$ cat config.mk
export PLATFORM = sky130hd
export DESIGN_NAME = asteroid_field
export DESIGN_NICKNAME = d
export VERILOG_FILES = /design/src/rtl/field_pkg.sv /design/src/rtl/asteroid_field_slot.sv /design/src/rtl/asteroid_field.sv
export SDC_FILE = /design/constraint.sdc
export NUM_CORES = 1
export LEC_CHECK = 0
export BUFFER_PORTS_ARGS = -buffer_cell sky130_fd_sc_hd__buf_2
export CAP_MARGIN = 20
export CORE_MARGIN = 10
export CORE_UTILIZATION = 44
export CTS_CLUSTER_DIAMETER = 200
export CTS_CLUSTER_SIZE = 40
export DETAILED_ROUTE_END_ITERATION = 8
export PLACE_DENSITY = 0.72
export SKIP_LAST_GASP = 1
export SYNTH_ARGS = -nofsm -noshare
export SYNTH_HDL_FRONTEND = slang
export SYNTH_SLANG_ARGS = --single-unit
export TNS_END_PERCENT = 10
$ cat constraint.sdc
create_clock -name clk -period 4.5 [get_ports clk]
set_clock_uncertainty 0.05 [all_clocks]
set_input_delay 0.9 -clock clk [delete_from_list [all_inputs] [get_ports clk]]
set_output_delay 0.9 -clock clk [all_outputs]
set_load 0.1 [all_outputs]
$ cat src/rtl/field_pkg.sv
// ============================================================================
//  Module      : field_pkg
//  Description : Shared widths, game states and helpers for asteroid_field.
//  Revision    : 1.0 - initial release
// ============================================================================
`default_nettype none

package field_pkg;

    localparam int XW     = 10;
    localparam int YW     = 11;
    localparam int CW     = YW + 1;
    localparam int IW     = 3;
    localparam int LFSR_W = 9;

    // Feedback taps q[8]^q[6]^q[5]^q[4]
    localparam logic [LFSR_W-1:0] LFSR_TAPS = 9'b1_0111_0000;

    typedef enum logic [1:0] {
        IDLE = 2'd0,
        PLAY = 2'd1,
        OVER = 2'd2
    } state_t;

    // Two-digit BCD increment that holds at 99
    function automatic logic [7:0] bcd_inc(input logic [7:0] s);
        logic [7:0] r;
        if (s == 8'h99)
            r = s;
        else if (s[3:0] == 4'd9)
            r = {s[7:4] + 4'd1, 4'd0};
        else
            r = {s[7:4], s[3:0] + 4'd1};
        return r;
    endfunction

    function automatic logic [IW-1:0] prio_idx(input logic [7:0] v);
        logic [IW-1:0] idx;
        idx = '0;
        for (int i = 7; i >= 0; i--) begin
            if (v[i])
                idx = IW'(i);
        end
        return idx;
    endfunction

endpackage

`default_nettype wire

$ cat src/rtl/asteroid_field_slot.sv
// ============================================================================
//  Module      : asteroid_slot
//  Description : One asteroid: position registers, bullet overlap and pixel test.
//  Revision    : 1.0 - initial release
// ============================================================================
`default_nettype none

module asteroid_slot
    import field_pkg::*;
#(
    parameter int SIZE     = 25,
    parameter int SPEED    = 1,
    parameter int GROUND_Y = 450,
    parameter int INIT_X   = 100,
    parameter int INIT_Y   = -25
)(
    input  logic                 clk,
    input  logic                 reset,
    input  logic                 init,
    input  logic                 advance,
    input  logic                 respawn,
    input  logic [XW-1:0]        spawn_x,
    input  logic                 bullet_valid,
    input  logic [XW-1:0]        bullet_x1,
    input  logic [XW-1:0]        bullet_x2,
    input  logic signed [YW-1:0] bullet_y1,
    input  logic signed [YW-1:0] bullet_y2,
    input  logic [XW-1:0]        px,
    input  logic [XW-1:0]        py,
    output logic                 overlap,
    output logic                 covers,
    output logic                 grounded
);

    localparam logic [XW-1:0]        C_INIT_X  = XW'(INIT_X);
    localparam logic signed [YW-1:0] C_INIT_Y  = YW'(INIT_Y);
    localparam logic signed [YW-1:0] C_SPAWN_Y = YW'(-SIZE);
    localparam logic signed [YW-1:0] C_SPEED   = YW'(SPEED);
    localparam logic signed [CW-1:0] C_SIZE    = CW'(SIZE);
    localparam logic signed [CW-1:0] C_STEP    = CW'(SPEED);
    localparam logic signed [CW-1:0] C_GROUND  = CW'(GROUND_Y);

    logic [XW-1:0]        r_x1;
    logic signed [YW-1:0] r_y1;

    always_ff @(posedge clk) begin
        if (reset || init) begin
            r_x1 <= C_INIT_X;
            r_y1 <= C_INIT_Y;
        end else if (respawn) begin
            r_x1 <= spawn_x;
            r_y1 <= C_SPAWN_Y;
        end else if (advance) begin
            r_y1 <= r_y1 + C_SPEED;
        end
    end

    // All compares in one signed width wide enough for x2/y2 and pixel coords
    logic signed [CW-1:0] w_ax1, w_ax2, w_ay1, w_ay2;
    logic signed [CW-1:0] w_bx1, w_bx2, w_by1, w_by2;
    logic signed [CW-1:0] w_px, w_py;

    assign w_ax1 = $signed({2'b00, r_x1});
    assign w_ax2 = w_ax1 + C_SIZE;
    assign w_ay1 = {r_y1[YW-1], r_y1};
    assign w_ay2 = w_ay1 + C_SIZE;
    assign w_bx1 = $signed({2'b00, bullet_x1});
    assign w_bx2 = $signed({2'b00, bullet_x2});
    assign w_by1 = {bullet_y1[YW-1], bullet_y1};
    assign w_by2 = {bullet_y2[YW-1], bullet_y2};
    assign w_px  = $signed({2'b00, px});
    assign w_py  = $signed({2'b00, py});

    assign overlap  = bullet_valid && (w_bx2 > w_ax1) && (w_bx1 < w_ax2)
                      && (w_by1 < w_ay2) && (w_by2 > w_ay1);
    assign covers   = (w_px > w_ax1) && (w_px < w_ax2) && (w_py > w_ay1) && (w_py < w_ay2);
    assign grounded = (w_ay1 + C_STEP) >= C_GROUND;

endmodule

`default_nettype wire

$ cat src/rtl/asteroid_field.sv
// ============================================================================
//  Module      : asteroid_field
//  Description : N falling asteroids with bullet collision, LFSR respawn,
//                BCD score, game state machine and a pixel-lookup port.
//  Revision    : 1.0 - initial release
// ============================================================================
`default_nettype none

module asteroid_field
    import field_pkg::*;
#(
    parameter int               N_AST     = 4,
    parameter int               SIZE      = 25,
    parameter int               SPEED     = 1,
    parameter int               SCREEN_W  = 640,
    parameter int               GROUND_Y  = 450,
    parameter int               X0        = 100,
    parameter int               X_STEP    = 90,
    parameter int               Y_STAGGER = 75,
    parameter logic [8:0]       LFSR_SEED = 9'h1A5
)(
    input  logic                 clk,
    input  logic                 reset,
    input  logic                 start,
    input  logic                 move_tick,
    input  logic                 bullet_valid,
    input  logic [XW-1:0]        bullet_x1,
    input  logic [XW-1:0]        bullet_x2,
    input  logic signed [YW-1:0] bullet_y1,
    input  logic signed [YW-1:0] bullet_y2,
    input  logic [XW-1:0]        px,
    input  logic [XW-1:0]        py,
    output logic                 pix_obj,
    output logic [IW-1:0]        pix_idx,
    output logic                 hit,
    output logic [IW-1:0]        hit_idx,
    output logic                 bullet_kill,
    output logic [3:0]           score_ones,
    output logic [3:0]           score_tens,
    output logic                 game_over,
    output logic                 playing
);

    localparam int SPAN = SCREEN_W - SIZE;

    state_t              r_state, w_state_next;
    logic [LFSR_W-1:0]   r_lfsr;
    logic [7:0]          r_score;
    logic                r_hit;
    logic [IW-1:0]       r_hit_idx;
    logic                r_pix_obj;
    logic [IW-1:0]       r_pix_idx;

    logic [N_AST-1:0]    w_overlap, w_covers, w_grounded, w_hit_sel;
    logic [IW-1:0]       w_hit_idx, w_pix_idx;
    logic [XW-1:0]       w_lfsr_ext, w_spawn_x;
    logic                w_tick, w_init, w_any_hit, w_ground;

    assign w_tick    = (r_state == PLAY) && move_tick;
    assign w_init    = start && (r_state != PLAY);
    assign w_any_hit = |w_overlap;
    assign w_hit_idx = prio_idx(8'(w_overlap));
    assign w_pix_idx = prio_idx(8'(w_covers));
    // A respawning asteroid cannot end the game on the tick it is destroyed
    assign w_ground  = |(w_grounded & ~w_hit_sel);

    always_ff @(posedge clk) begin
        if (reset)
            r_lfsr <= LFSR_SEED;
        else
            r_lfsr <= {r_lfsr[LFSR_W-2:0], ^(r_lfsr & LFSR_TAPS)};
    end

    assign w_lfsr_ext = {1'b0, r_lfsr};
    assign w_spawn_x  = (w_lfsr_ext < XW'(SPAN)) ? w_lfsr_ext : w_lfsr_ext - XW'(SPAN);

    generate
        for (genvar gi = 0; gi < N_AST; gi++) begin : g_slot
            assign w_hit_sel[gi] = w_overlap[gi] && (w_hit_idx == IW'(gi));

            asteroid_slot #(
                .SIZE     (SIZE),
                .SPEED    (SPEED),
                .GROUND_Y (GROUND_Y),
                .INIT_X   (X0 + gi * X_STEP),
                .INIT_Y   (-SIZE - gi * Y_STAGGER)
            ) u_slot (
                .clk          (clk),
                .reset        (reset),
                .init         (w_init),
                .advance      (w_tick && !w_hit_sel[gi]),
                .respawn      (w_tick && w_hit_sel[gi]),
                .spawn_x      (w_spawn_x),
                .bullet_valid (bullet_valid),
                .bullet_x1    (bullet_x1),
                .bullet_x2    (bullet_x2),
                .bullet_y1    (bullet_y1),
                .bullet_y2    (bullet_y2),
                .px           (px),
                .py           (py),
                .overlap      (w_overlap[gi]),
                .covers       (w_covers[gi]),
                .grounded     (w_grounded[gi])
            );
        end
    endgenerate

    always_ff @(posedge clk) begin
        if (reset)
            r_state <= IDLE;
        else
            r_state <= w_state_next;
    end

    always_comb begin
        w_state_next = r_state;
        case (r_state)
            IDLE:    if (start) w_state_next = PLAY;
            PLAY:    if (w_tick && w_ground) w_state_next = OVER;
            OVER:    if (start) w_state_next = PLAY;
            default: w_state_next = IDLE;
        endcase
    end

    always_ff @(posedge clk) begin
        if (reset) begin
            r_hit     <= 1'b0;
            r_hit_idx <= '0;
            r_score   <= '0;
            r_pix_obj <= 1'b0;
            r_pix_idx <= '0;
        end else begin
            r_hit     <= w_tick && w_any_hit;
            r_hit_idx <= (w_tick && w_any_hit) ? w_hit_idx : '0;
            if (w_init)
                r_score <= '0;
            else if (w_tick && w_any_hit)
                r_score <= bcd_inc(r_score);
            r_pix_obj <= (r_state != IDLE) && (|w_covers);
            r_pix_idx <= ((r_state != IDLE) && (|w_covers)) ? w_pix_idx : '0;
        end
    end

    assign hit         = r_hit;
    assign hit_idx     = r_hit_idx;
    assign bullet_kill = r_hit;
    assign score_ones  = r_score[3:0];
    assign score_tens  = r_score[7:4];
    assign pix_obj     = r_pix_obj;
    assign pix_idx     = r_pix_idx;
    assign game_over   = (r_state == OVER);
    assign playing     = (r_state == PLAY);

endmodule

`default_nettype wire

# Yosys cells after proc, flatten, opt, wreduce, memory -nomap -nowiden
# Cells that the tools add are included.
# totals
reg_bits	111
in_bits	67
output_inout_bits	19
elab_cells	183
# classes
add_sub_neg	19
order_cmp	37
n_eq_ne	10
n_mux	18
bitwise	5
reduce_logical	73
# op_table
operator	n
less-than comparator 11 x 12 -> 1 bit	16
> comparator 11 bit	8
> comparator 10 bit	8
adder 11 x 2 -> 12 bit (second input constant)	4
adder 11 x 6 -> 12 bit (second input constant)	4
>= comparator 12 x 10 -> 1 bit (second input constant)	4
logical AND 1 bit	45
adder 10 x 5 -> 11 bit (second input constant)	4
adder 11 x 2 -> 11 bit (second input constant)	4
2-to-1 mux 8 bit	4
OR reduction 4 bit	4
2-to-1 mux 7 bit	2
OR reduction 2 bit	7
2-to-1 mux 2 bit	6
less-than comparator 9 x 10 -> 1 bit (second input constant)	1
2-to-1 mux 10 bit	1
subtractor 9 x 10 -> 10 bit (second input constant)	1
parity 9 bit	1
adder 4 x 1 -> 4 bit (second input constant)	2
== test 8 bit (second input constant)	1
nonzero test 2 bit	4
== test 3 x 2 -> 1 bit (second input constant)	2
2-to-1 mux 3 bit	2
!= test 2 x 1 -> 1 bit (second input constant)	3
18 further kinds	24

# Depth between registers and ports, before layout
# Gate-level depths: netlist (run 1).
# depth
ltp_word	17
mapped_depth	20
mapped_depth_nobuf	16

# Modules after synthesis
# A second synthesis (run 1) with hierarchy kept.
# unflattened
hier_cells	1674
hier_area_um2	13515.5
# modules_own_cells
module	instances	cells_per_inst	area_each_um2	seq_area_each_um2
asteroid_slot (g_slot[0].u_slot)	1	392	3113.0	420.4
asteroid_slot (g_slot[3].u_slot)	1	383	3080.5	420.4
asteroid_slot (g_slot[1].u_slot)	1	384	3072.9	420.4
asteroid_slot (g_slot[2].u_slot)	1	377	3052.9	420.4
asteroid_field	1	138	1196.1	500.5

# Least setup slack after synthesis (run 1)
# No wires, ideal clock.
# synth_path
kind	flip-flop to flip-flop
startpoint	reg g_slot[0].u_slot.r_y1[2]
endpoint	reg g_slot[1].u_slot.r_x1[4]
setup_ns	0.141
arrival_time_ns	3.822
required_time_ns	4.309
slack_ns	0.487
stages_incl_launch_ff	18
path_buffers	4
period_less_slack_ns	4.013
path_cell_list	dfxtp_1 -> clkbuf_1 -> inv_1 -> nor3_1 -> nor3_1 -> nand2b_1 -> or2_2 -> xnor2_1 -> ha_1 -> nand4_1 -> or4_1 -> a31oi_1 -> or2_2 -> clkbuf_1 -> and3_1 -> clkbuf_1 -> buf_1 -> o211ai_1
# synth_between
elab_chain_len	8
word_cells_on_any_way	9
classes_between	add/sub (1); order compare (2); eq/ne (1); mux (1); reduce/logical (4)
# synth_lines
element	line_no	rtl
start, declared	asteroid_field_slot.sv:44	logic signed [YW-1:0] r_y1;
start signal, assigned	asteroid_field_slot.sv:54	r_y1 <= r_y1 + C_SPEED;
adder 11 x 6 -> 12 bit	asteroid_field_slot.sv:66	assign w_ay2 = w_ay1 + C_SIZE;
less-than comparator 11 x 12 -> 1 bit	asteroid_field_slot.sv:75	&& (w_by1 < w_ay2) && (w_by2 > w_ay1);
logical AND 1 bit	asteroid_field_slot.sv:75	
logical AND 1 bit (*)	asteroid_field_slot.sv:75	
2-to-1 mux 3 bit (*)	field_pkg.sv:41	if (v[i])
== test 3 x 1 -> 1 bit (*)	asteroid_field.sv:79	assign w_hit_sel[gi] = w_overlap[gi] && (w_hit_idx == IW'(gi));
logical AND 1 bit (*)	asteroid_field.sv:79	
logical AND 1 bit (*)	asteroid_field.sv:92	.respawn (w_tick && w_hit_sel[gi]),
end signal, assigned	asteroid_field_slot.sv:51	r_x1 <= spawn_x;
end, declared	asteroid_field_slot.sv:43	logic [XW-1:0] r_x1;
# Every way passes the cells marked *; elsewhere a longest branch is shown, timed or not.
# A chain may end at the register's enable or synchronous reset.

# Worst setup path after layout (run 1)
# layout_path
startpoint	reg g_slot[1].u_slot.r_y1[5]
endpoint	reg r_score[5]
# layout_between
elab_chain_len	7
word_cells_on_any_way	8
classes_between	add/sub (1); order compare (2); reduce/logical (5)
# layout_lines
element	line_no	rtl
start, declared	asteroid_field_slot.sv:44	
start signal, assigned	asteroid_field_slot.sv:54	
adder 11 x 6 -> 12 bit	asteroid_field_slot.sv:66	
less-than comparator 11 x 12 -> 1 bit	asteroid_field_slot.sv:75	
logical AND 1 bit	asteroid_field_slot.sv:75	
logical AND 1 bit (*)	asteroid_field_slot.sv:75	
OR reduction 4 bit (*)	asteroid_field.sv:61	assign w_any_hit = |w_overlap;
logical AND 1 bit (*)	asteroid_field.sv:137	else if (w_tick && w_any_hit)
AND reduction 3 bit (no source line) (*)	--	
end signal, assigned	asteroid_field.sv:138	r_score <= bcd_inc(r_score);
end, declared	asteroid_field.sv:48	logic [7:0] r_score;
# Marks and branches as above.

==> results of run 1 <==
critical path: cells and delay by family (launching register included):
kind | cells | cell delay [ns]
compound gates | 7 | 1.96
fa+ha+maj | 1 | 0.32
buf+inv | 2 | 0.46
flops | 1 | 0.51
mux | 1 | 0.13
simple gates | 4 | 0.78
registers in the layout (all words and copies together) (netlist names):
name                cells
g_slot.u_slot.r_y1     44
g_slot.u_slot.r_x1     36
r_lfsr                  9
r_score                 8
hit_idx                 2
pix_idx                 2
r_state                 2
bullet_kill             1
pix_obj                 1
power groups by stage:
stage          logic, W  registers [W]  clock network, W
6_report       0.000886       0.000980          0.000852
5_1_grt        0.000971       0.000982          0.000891
4_1_cts        0.000862       0.000978          0.000857
3_5_place_dp   0.000855        0.00100                 0
3_3_place_gp   0.000831       0.000999                 0
2_1_floorplan  0.000538       0.000994                 0
worst max-delay path by stage:
stage | start | end | slack [ns] | depth (start not counted)
floorplan | g_slot[0].u_slot.r_y1[2]$_SDFFE_PP1P_ | g_slot[1].u_slot.r_x1[4]$_SDFFE_PP1P_ | 0.49 | 17
global placement | g_slot[1].u_slot.r_y1[5]$_SDFFE_PP0P_ | g_slot[3].u_slot.r_y1[8]$_SDFFE_PP1P_ | 0.35 | 13
detailed placement | g_slot[0].u_slot.r_y1[1]$_SDFFE_PP1P_ | g_slot[3].u_slot.r_y1[8]$_SDFFE_PP1P_ | 0.17 | 16
CTS | g_slot[0].u_slot.r_y1[1]$_SDFFE_PP1P_ | g_slot[3].u_slot.r_y1[8]$_SDFFE_PP1P_ | 0.14 | 16
global route | g_slot[1].u_slot.r_y1[5]$_SDFFE_PP0P_ | r_score[5]$_SDFFE_PP0P_ | -0.12 | 15
finish | g_slot[1].u_slot.r_y1[5]$_SDFFE_PP0P_ | r_score[5]$_SDFFE_PP0P_ | 0.17 | 15
logic make-up after synthesis:
group	synth area share
XOR/XNOR	0.0484
AO/OA/AOI/OAI	0.229
AND/OR/NAND/NOR	0.191
flip-flops	0.160
other	0.000286
multiplexers	0.0207
adder cells (fa/ha/maj)	0.297
buffers and inverters	0.0540
metrics by stage:
step | instance area [um2] | setup slack [ns] | power [W] | util | hold slack (ns)
floorplan | 13100 | 0.487 | 0.00153 | - | 0.414
global placement | 14100 | 0.350 | 0.00183 | 0.477 | 0.430
detailed placement | 14100 | 0.175 | 0.00185 | 0.477 | 0.435
CTS | 14400 | 0.140 | 0.00270 | 0.487 | 0.454
global route | 14400 | -0.122 | 0.00284 | 0.488 | 0.525
finish | 14400 | 0.168 | 0.00272 | 0.488 | 0.465
synth_stat cells (5+ instances only):
cell / instances / area [um2]
sky130_fd_sc_hd__nand2_1: 122 / 458
sky130_fd_sc_hd__and2_1: 6 / 37.5
sky130_fd_sc_hd__nand4_1: 32 / 200
sky130_fd_sc_hd__and3_1: 13 / 81.3
sky130_fd_sc_hd__or2_2: 10 / 62.6
sky130_fd_sc_hd__inv_1: 122 / 458
sky130_fd_sc_hd__xnor2_1: 67 / 587
sky130_fd_sc_hd__o21ai_0: 88 / 440
sky130_fd_sc_hd__a21oi_1: 108 / 541
sky130_fd_sc_hd__a21o_1: 27 / 203
sky130_fd_sc_hd__clkbuf_1: 38 / 143
sky130_fd_sc_hd__dfxtp_1: 105 / 2100
sky130_fd_sc_hd__o211ai_1: 28 / 210
sky130_fd_sc_hd__ha_1: 310 / 3880
sky130_fd_sc_hd__nor3b_1: 5 / 37.5
sky130_fd_sc_hd__a31oi_1: 14 / 87.6
sky130_fd_sc_hd__nor2b_1: 28 / 175
sky130_fd_sc_hd__nand2b_1: 15 / 93.8
sky130_fd_sc_hd__a221oi_1: 6 / 52.6
sky130_fd_sc_hd__o2111ai_1: 11 / 96.3
sky130_fd_sc_hd__o22ai_1: 10 / 62.6
sky130_fd_sc_hd__mux2i_1: 26 / 260
sky130_fd_sc_hd__nor4_1: 15 / 93.8
sky130_fd_sc_hd__a211oi_1: 25 / 188
sky130_fd_sc_hd__a211o_1: 9 / 78.8
sky130_fd_sc_hd__nor3_1: 45 / 225
sky130_fd_sc_hd__o31a_1: 5 / 43.8
sky130_fd_sc_hd__o31ai_1: 5 / 37.5
sky130_fd_sc_hd__nor2_1: 95 / 357
sky130_fd_sc_hd__nand4b_1: 6 / 52.6
sky130_fd_sc_hd__a2111oi_0: 11 / 96.3
sky130_fd_sc_hd__nand3_1: 67 / 335
sky130_fd_sc_hd__or3_1: 10 / 62.6
sky130_fd_sc_hd__nor4b_1: 5 / 43.8
sky130_fd_sc_hd__o21a_1: 32 / 240
cell type report:
cell class	instances	area, um2
antenna	4	10.0
clock buffer	11	253
clock inverter	5	45.0
fill	2842	15100
inverter	125	469
multi-input combinational	1350	10300
sequential	105	2100
tap	390	488
timing repair buffer	121	701
metal layers:
layer	GRT usage	share of wire	vias up	routed length, um
li1	-	-	6262	-
met1	0.323	0.44	6229	20100
met2	0.376	0.44	572	20300
met3	0.0450	0.083	120	3850
met4	0.112	0.042	0	1960
met5	0	0	-	0
cell usage in the layout (no fill, tap or decap), drive strengths merged, types with 29 or more instances in the layout:
cell type | netlist | final
nand4 | 33 | 33
buf | 13 | 121
o211ai | 29 | 29
o21ai | 91 | 91
nand2 | 123 | 123
xnor2 | 67 | 67
nor2 | 95 | 95
inv | 122 | 124
o21a | 32 | 32
nand3 | 67 | 67
ha | 310 | 310
nor3 | 48 | 48
a21oi | 111 | 111
dfxtp | 105 | 105
timing repair:
action,4_1_cts,5_1_grt
gates resized for setup,0,1
endpoints found under the setup margin,0,20
buffers inserted,0,0
==> run summary, run 1 <==
TIMING
--------------------------------------------------------------------------------
Final cycle utilization of the critical path                               0.963
Unrepaired setup endpoints after global routing                             true
Setup total negative slack                                                  0 ns
Endpoints failing setup                                                        0
Max-slew violation total from the final report                                 0
Minimum clock period after layout                                        4.33 ns
Hold Fails Final Rpt                                                           0
Maximum operating frequency                                              231 MHz
Normalized max-slew margin                                                 0.334
Slew of the pin with the lowest slew margin                             0.996 ns

YOSYS
--------------------------------------------------------------------------------
Unique cell type count in the Yosys netlist                                   88
Warnings, synthesis                                                            0
Synthesized area per cell                                               8.06 um2
Register bit total from synthesis                                            105
Most frequently used flop master after synthesis                    sky130_fd_sc_hd__dfxtp_1
Synthesized cell area                                                 13,100 um2
Sequential element share of the synthesized area                           0.160
Share of async-settable or async-resettable flops after synthesis              0
Cells after synthesis                                                      1,630
Number of synthesized flops with an enable pin                                 0

PWR
--------------------------------------------------------------------------------
Leakage power figure                                                     6.65 nW
Gate power share                                                           0.326
Power density of the placed cells                                     189 nW/um2
Internal power component                                               0.00169 W
Proportion of power drawn by flip-flops and latches                        0.360
Peak supply drop                                                        0.180 mV
Net Sw Power                                                           0.00103 W
Power share of the clock group                                             0.313
Switching portion of total power                                           0.378

SETUP PATH
--------------------------------------------------------------------------------
Crit. End Element                                                           flop
Cell breakdown of the critical path                                 nand2_1, nor2_1, nand3_1, o21ai_0, ha_1, mux2i_1, nor3b_1, o2111ai_1, a211oi_1, a2bb2oi_1, buf_4, a311oi_2, buf_4, a21oi_1, a311oi_1
Most numerous cell on the critical path                             sky130_fd_sc_hd__buf_4
Peak fanout along the critical path                                            9
Slowest cell on crit path                                           sky130_fd_sc_hd__a311oi_2
Crit path DAT                                                            4.55 ns
Critical register-to-register path endpoint                         r_score[5]$_SDFFE_PP0P_
Crit path kind                                                      flop to flop
Data required time at the worst endpoint                                 4.72 ns
Length in cells of the worst reg-to-reg path                                  15
Peak per-stage delay on the critical path                                0.55 ns
Startpoint of the worst register-to-register path                   g_slot[1].u_slot.r_y1[5]$_SDFFE_PP0P_
Flop2flop setup slack                                                    0.17 ns
Critical path startpoint category                                           flop

CLOCK NETWORK
--------------------------------------------------------------------------------
Clock latency at the later pin of the worst-skew pair                    0.38 ns
Root buf cell                                                       sky130_fd_sc_hd__clkbuf_16
Largest buffer count on any clock path                                         2
CTS tree                                                                   built
TritonCTS buffer count                                                         9
Number of levels in the clock H-tree                                           3
Number of clock sinks                                                        105
Count of hold-fix buffers inserted at cts                                      0
Clock transition at path regs                                            0.09 ns

DRT
--------------------------------------------------------------------------------
Drt drc                                                                        0
Drt first-iter violations                                                  1,187
Routed via count                                                          13,183
WL per Instance                                                          21.9 um
Final WL                                                                 46.2 mm
Post-detailed-route via-to-cell ratio                                       6.24
Iteration count of the initial detailed-routing pass                           7
Number of nets still failing antenna checks after routing                      0

FINAL LAYOUT
--------------------------------------------------------------------------------
Layout Cells excl Fill                                                     2,111
Nets                                                                       2,089
Share of layout cells above drive strength 1                               0.103
Area Overhead vs Synth                                                     9.75%

PLACEMENT
--------------------------------------------------------------------------------
Placed insts                                                               2,091
Number of input and output port buffers inserted                              83
Post-DP HPWL                                                             36.9 mm
Routability congestion estimate from global placement                      0.996

FLOORPLANNING
--------------------------------------------------------------------------------
Area of the die                                                       37,200 um2
Placeable core region                                                 29,600 um2
Count of pins on the block boundary                                           86
Height of the chip                                                        193 um
Width of the die                                                          193 um
Number of cell rows                                                           63
Effective utilization at floorplan                                         0.444

GRT
--------------------------------------------------------------------------------
Global-route wire length before repair                                   70.7 mm
Vias in the first global route                                            12,565
Overall routing resource usage                                             0.244
Maximum number of pins on one net before global-route repair                  41
Remaining global-route overflow                                                0
Initial antenna violation count                                                4

STATUS
--------------------------------------------------------------------------------
Status                                                              finished clean

JOB
--------------------------------------------------------------------------------
Maximum Capacitance Violations                                                 0

HOLD PATH
--------------------------------------------------------------------------------
Source of the worst hold timing path                                g_slot[0].u_slot.r_x1[7]$_SDFFE_PP0P_
Endpoint of the worst hold path                                     g_slot[0].u_slot.r_x1[7]$_SDFFE_PP0P_
Hold Crit Class                                                     flop to flop
Hold Path Depth                                                                2

Power figures use the tool's default switching activity.
==> inputs of run 2 (changes only) <==
Settings changed: ABC_AREA set to 1.
==> run 2 against run 1 <==
Compared with the run above:
- count of clock-buffer cells in the layout shrank 2
- routed wire length is 2.5% lower
- sequential power rose by 1%
==> run summary, run 2 <==
TIMING
--------------------------------------------------------------------------------
Max-slew violation total from the final report                                 0
Hold Fails Final Rpt                                                           0
Minimum clock period after layout                                        3.87 ns
Endpoints failing setup                                                        0
Maximum operating frequency                                              259 MHz
Unrepaired setup endpoints after global routing                            false
Normalized max-slew margin                                                 0.529
Final cycle utilization of the critical path                               0.859
Setup total negative slack                                                  0 ns
Slew of the pin with the lowest slew margin                             0.701 ns

PWR
--------------------------------------------------------------------------------
Switching portion of total power                                           0.399
Peak supply drop                                                        0.169 mV
Gate power share                                                           0.333
Net Sw Power                                                           0.00111 W
Power share of the clock group                                             0.308
Leakage power figure                                                     7.62 nW
Internal power component                                               0.00167 W
Power density of the placed cells                                     192 nW/um2
Total design power                                                     0.00277 W
Proportion of power drawn by flip-flops and latches                        0.358

SETUP PATH
--------------------------------------------------------------------------------
Capturing instance or port of the critical path                     g_slot[3].u_slot.r_y1[4]$_SDFFE_PP0P_
Top cell family by delay on the critical path                       simple AND/OR/NAND/NOR gates
Crit path kind                                                      flop to flop
Number of gates on the worst path with buffers counted                        20
Slowest cell on crit path                                           sky130_fd_sc_hd__a21boi_0
Startpoint of the worst register-to-register path                   g_slot[0].u_slot.r_y1[0]$_SDFFE_PP1P_
Data required time at the worst endpoint                                 4.70 ns
Flop2flop setup slack                                                    0.63 ns
Worst path bufs/invs                                                           2
Peak fanout along the critical path                                           12
Most numerous cell on the critical path                             sky130_fd_sc_hd__nand2_1
Crit path DAT                                                            4.07 ns
Peak per-stage delay on the critical path                                0.43 ns
Crit. End Element                                                           flop
Critical path startpoint category                                           flop
Critical register-to-register path endpoint                         g_slot[3].u_slot.r_y1[4]$_SDFFE_PP0P_
Cell breakdown of the critical path                                 ha_1, a21oi_1, nand2_1, nand2_1, nor2_2, xor2_2, ha_1, nand4_1, nor2_1, nand2_1, a21boi_0, nor2_2, nand2_2, nand2_4, inv_4, nand3_2, nand2_2, inv_2, o21ai_0, a21oi_1
Length in cells of the worst reg-to-reg path                                  20
Startpoint of the most critical setup path                          g_slot[0].u_slot.r_y1[0]$_SDFFE_PP1P_

GRT
--------------------------------------------------------------------------------
Remaining global-route overflow                                                0
Global-route wire length before repair                                   69.6 mm
Overall routing resource usage                                             0.231
Vias in the first global route                                            12,739
Maximum number of pins on one net before global-route repair                  53
Initial antenna violation count                                                0

FINAL LAYOUT
--------------------------------------------------------------------------------
Commonest cells after routing, fill and taps aside                  428 x sky130_fd_sc_hd__nand2_1, 310 x sky130_fd_sc_hd__ha_1, 241 x sky130_fd_sc_hd__inv_1, 182 x sky130_fd_sc_hd__a21oi_1, 148 x sky130_fd_sc_hd__nor2_1
Diode count                                                                    0
Most common cell after layout, fill and taps aside                  sky130_fd_sc_hd__nand2_1
Largest registers in the final layout                               g_slot.u_slot.r_y1 (44), g_slot.u_slot.r_x1 (36), r_lfsr (9)
Share of layout cells above drive strength 1                              0.0803
Finished layout cell area                                             14,400 um2
Register with the most flip-flops                                   g_slot.u_slot.r_y1
Area Overhead vs Synth                                                     8.70%
Largest register FFs                                                          44
Nets                                                                       2,403

CLOCK NETWORK
--------------------------------------------------------------------------------
Clock transition at path regs                                            0.09 ns
Clock latency at the later pin of the worst-skew pair                    0.37 ns
Largest buffer count on any clock path                                         2
Number of clock sinks                                                        105
Setup Fix Bufs, Post-CTS                                                       0
Quantity of gates resized following cts                                        0
CTS tree                                                                   built
Count of hold-fix buffers inserted at cts                                      0
Root buf cell                                                       sky130_fd_sc_hd__clkbuf_16
Number of levels in the clock H-tree                                           3
TritonCTS buffer count                                                         9

DRT
--------------------------------------------------------------------------------
Drt drc                                                                        0
Post-detailed-route via-to-cell ratio                                       5.60
Drt first-iter violations                                                  1,277
Iteration count of the initial detailed-routing pass                           5
Final WL                                                                 45.1 mm
WL per Instance                                                          18.6 um
Number of nets still failing antenna checks after routing                      0
Routed via count                                                          13,555

HOLD PATH
--------------------------------------------------------------------------------
Hold Crit Class                                                     flop to flop
Hold Path Depth                                                                2

YOSYS
--------------------------------------------------------------------------------
Xor and xnor fraction of the mapped netlist area                          0.0501
Cells after synthesis                                                      1,947
Leading post-synthesis cells by cell area                           sky130_fd_sc_hd__ha_1 29%, sky130_fd_sc_hd__dfxtp_1 16%, sky130_fd_sc_hd__nand2_1 12%, sky130_fd_sc_hd__a21oi_1 6.9%, sky130_fd_sc_hd__inv_1 6.8%
Largest family of logic cells by synthesized area                    adder cells
Unique cell type count in the Yosys netlist                                   53
Area fraction of the dominant cell type after synthesis                    0.292
Most frequent cell after synthesis                                  sky130_fd_sc_hd__nand2_1
Warnings, synthesis                                                            0
Multiplexer share of the synthesized area                                      0
Share of the synthesized area in compound gates (AO/OA/AOI/OAI)            0.158
Area leader, netlist                                                sky130_fd_sc_hd__ha_1
Most frequently used flop master after synthesis                    sky130_fd_sc_hd__dfxtp_1
Number of synthesized flops with an enable pin                                 0
Register bit total from synthesis                                            105
Synthesized cell area                                                 13,300 um2
Share of async-settable or async-resettable flops after synthesis              0
Adder-cell area share of the yosys netlist                                 0.292
Sequential element share of the synthesized area                           0.159
Synthesized area per cell                                               6.81 um2
Fraction of the mapped netlist area in simple logic gates                  0.257
Leading post-synthesis cells by instance count                      428 x sky130_fd_sc_hd__nand2_1, 310 x sky130_fd_sc_hd__ha_1, 241 x sky130_fd_sc_hd__inv_1, 182 x sky130_fd_sc_hd__a21oi_1, 148 x sky130_fd_sc_hd__nor2_1

FLOORPLANNING
--------------------------------------------------------------------------------
Width of the die                                                          194 um
Count of pins on the block boundary                                           86
Number of cell rows                                                           63
Placeable core region                                                 29,700 um2
Area of the die                                                       37,500 um2
Effective utilization at floorplan                                         0.446
Height of the chip                                                        194 um

PLACEMENT
--------------------------------------------------------------------------------
Post-DP HPWL                                                             36.7 mm
Cell area after placement                                             14,100 um2
Number of input and output port buffers inserted                              83
Routability congestion estimate from global placement                       1.01

JOB
--------------------------------------------------------------------------------
Maximum Capacitance Violations                                                 0

STATUS
--------------------------------------------------------------------------------
Status                                                              finished clean

==> run 2: cell types whose count changed after synthesis, moves of 24 or more <==
cell and change:
sky130_fd_sc_hd__a21o_1 -25, sky130_fd_sc_hd__a21oi_1 +74, sky130_fd_sc_hd__clkbuf_1 -28, sky130_fd_sc_hd__inv_1 +119, sky130_fd_sc_hd__mux2i_1 -26, sky130_fd_sc_hd__nand2_1 +306
sky130_fd_sc_hd__nand3_1 +46, sky130_fd_sc_hd__nor2_1 +53, sky130_fd_sc_hd__nor2b_1 -28, sky130_fd_sc_hd__o21a_1 -24, sky130_fd_sc_hd__xnor2_1 -58, sky130_fd_sc_hd__xor2_1 +62
==> run 2: layer usage <==
metal	track usage	routed length, um	share of wire
met3	0.0389	3570	0.079
met4	0.0890	1640	0.036
met1	0.301	19800	0.44
met2	0.370	20000	0.44
met5	0	0	0
==> run 2: worst register-to-register path, cell delays in order, from the launching register on <==
cell and delay, ns:
sky130_fd_sc_hd__dfxtp_1 0.40, sky130_fd_sc_hd__ha_1 0.27, sky130_fd_sc_hd__a21oi_1 0.24, sky130_fd_sc_hd__nand2_1 0.11, sky130_fd_sc_hd__nand2_1 0.12, sky130_fd_sc_hd__nor2_2 0.06
sky130_fd_sc_hd__xor2_2 0.17, sky130_fd_sc_hd__ha_1 0.31, sky130_fd_sc_hd__nand4_1 0.12, sky130_fd_sc_hd__nor2_1 0.14, sky130_fd_sc_hd__nand2_1 0.06, sky130_fd_sc_hd__a21boi_0 0.43
sky130_fd_sc_hd__nor2_2 0.09, sky130_fd_sc_hd__nand2_2 0.16, sky130_fd_sc_hd__nand2_4 0.09, sky130_fd_sc_hd__inv_4 0.12, sky130_fd_sc_hd__nand3_2 0.34, sky130_fd_sc_hd__nand2_2 0.29
sky130_fd_sc_hd__inv_2 0.05, sky130_fd_sc_hd__o21ai_0 0.07, sky130_fd_sc_hd__a21oi_1 0.05
==> run 2: worst min path at each step <==
stage / start / endpoint
floorplan: r_lfsr[2]$_SDFF_PP1_ / r_lfsr[3]$_SDFF_PP0_
global placement: g_slot[2].u_slot.r_x1[3]$_SDFFE_PP1P_ / g_slot[2].u_slot.r_x1[3]$_SDFFE_PP1P_
detailed placement: g_slot[2].u_slot.r_x1[3]$_SDFFE_PP1P_ / g_slot[2].u_slot.r_x1[3]$_SDFFE_PP1P_
CTS: g_slot[2].u_slot.r_x1[3]$_SDFFE_PP1P_ / g_slot[2].u_slot.r_x1[3]$_SDFFE_PP1P_
global route: g_slot[2].u_slot.r_x1[3]$_SDFFE_PP1P_ / g_slot[2].u_slot.r_x1[3]$_SDFFE_PP1P_
finish: g_slot[2].u_slot.r_x1[3]$_SDFFE_PP1P_ / g_slot[2].u_slot.r_x1[3]$_SDFFE_PP1P_
==> run 2: power groups by stage <==
stage | Sequential, W | Clock, W | Combinational (W)
2_1_floorplan | 0.00101 | 0 | 0.000595
4_1_cts | 0.000992 | 0.000870 | 0.000910
3_5_place_dp | 0.00101 | 0 | 0.000904
5_1_grt | 0.000998 | 0.000911 | 0.00104
3_3_place_gp | 0.00101 | 0 | 0.000879
6_report | 0.000994 | 0.000855 | 0.000924
==> run 2: cell families after synthesis <==
| group | Yosys count |
|---|---|
| fa+ha+maj | 310 |
| simple gates | 794 |
| compound gates | 376 |
| buf+inv | 286 |
| other cells | 1 |
| flops | 105 |
| xor+xnor | 75 |
==> run 2: through the flow <==
| stage | util | setup WS (ns) | hold slack, ns | std cells |
|---|---|---|---|---|
| floorplan | - | 1.54 | 0.389 | 1948 |
| global placement | 0.475 | 0.752 | 0.448 | 2405 |
| detailed placement | 0.475 | 0.678 | 0.446 | 2405 |
| CTS | 0.485 | 0.659 | 0.468 | 2421 |
| global route | 0.485 | 0.275 | 0.489 | 2421 |
| finish | 0.485 | 0.634 | 0.470 | 2421 |
==> run 2: layout make-up <==
type,count,area [um2]
Timing Repair Buffer,90,468
Fill cell,3049,15300
Clock buffer,9,225
Inverter,263,990
Multi-Input combinational cell,1557,10100
Clock inverter,7,86.3
Sequential cell,105,2100
Tap cell,390,488
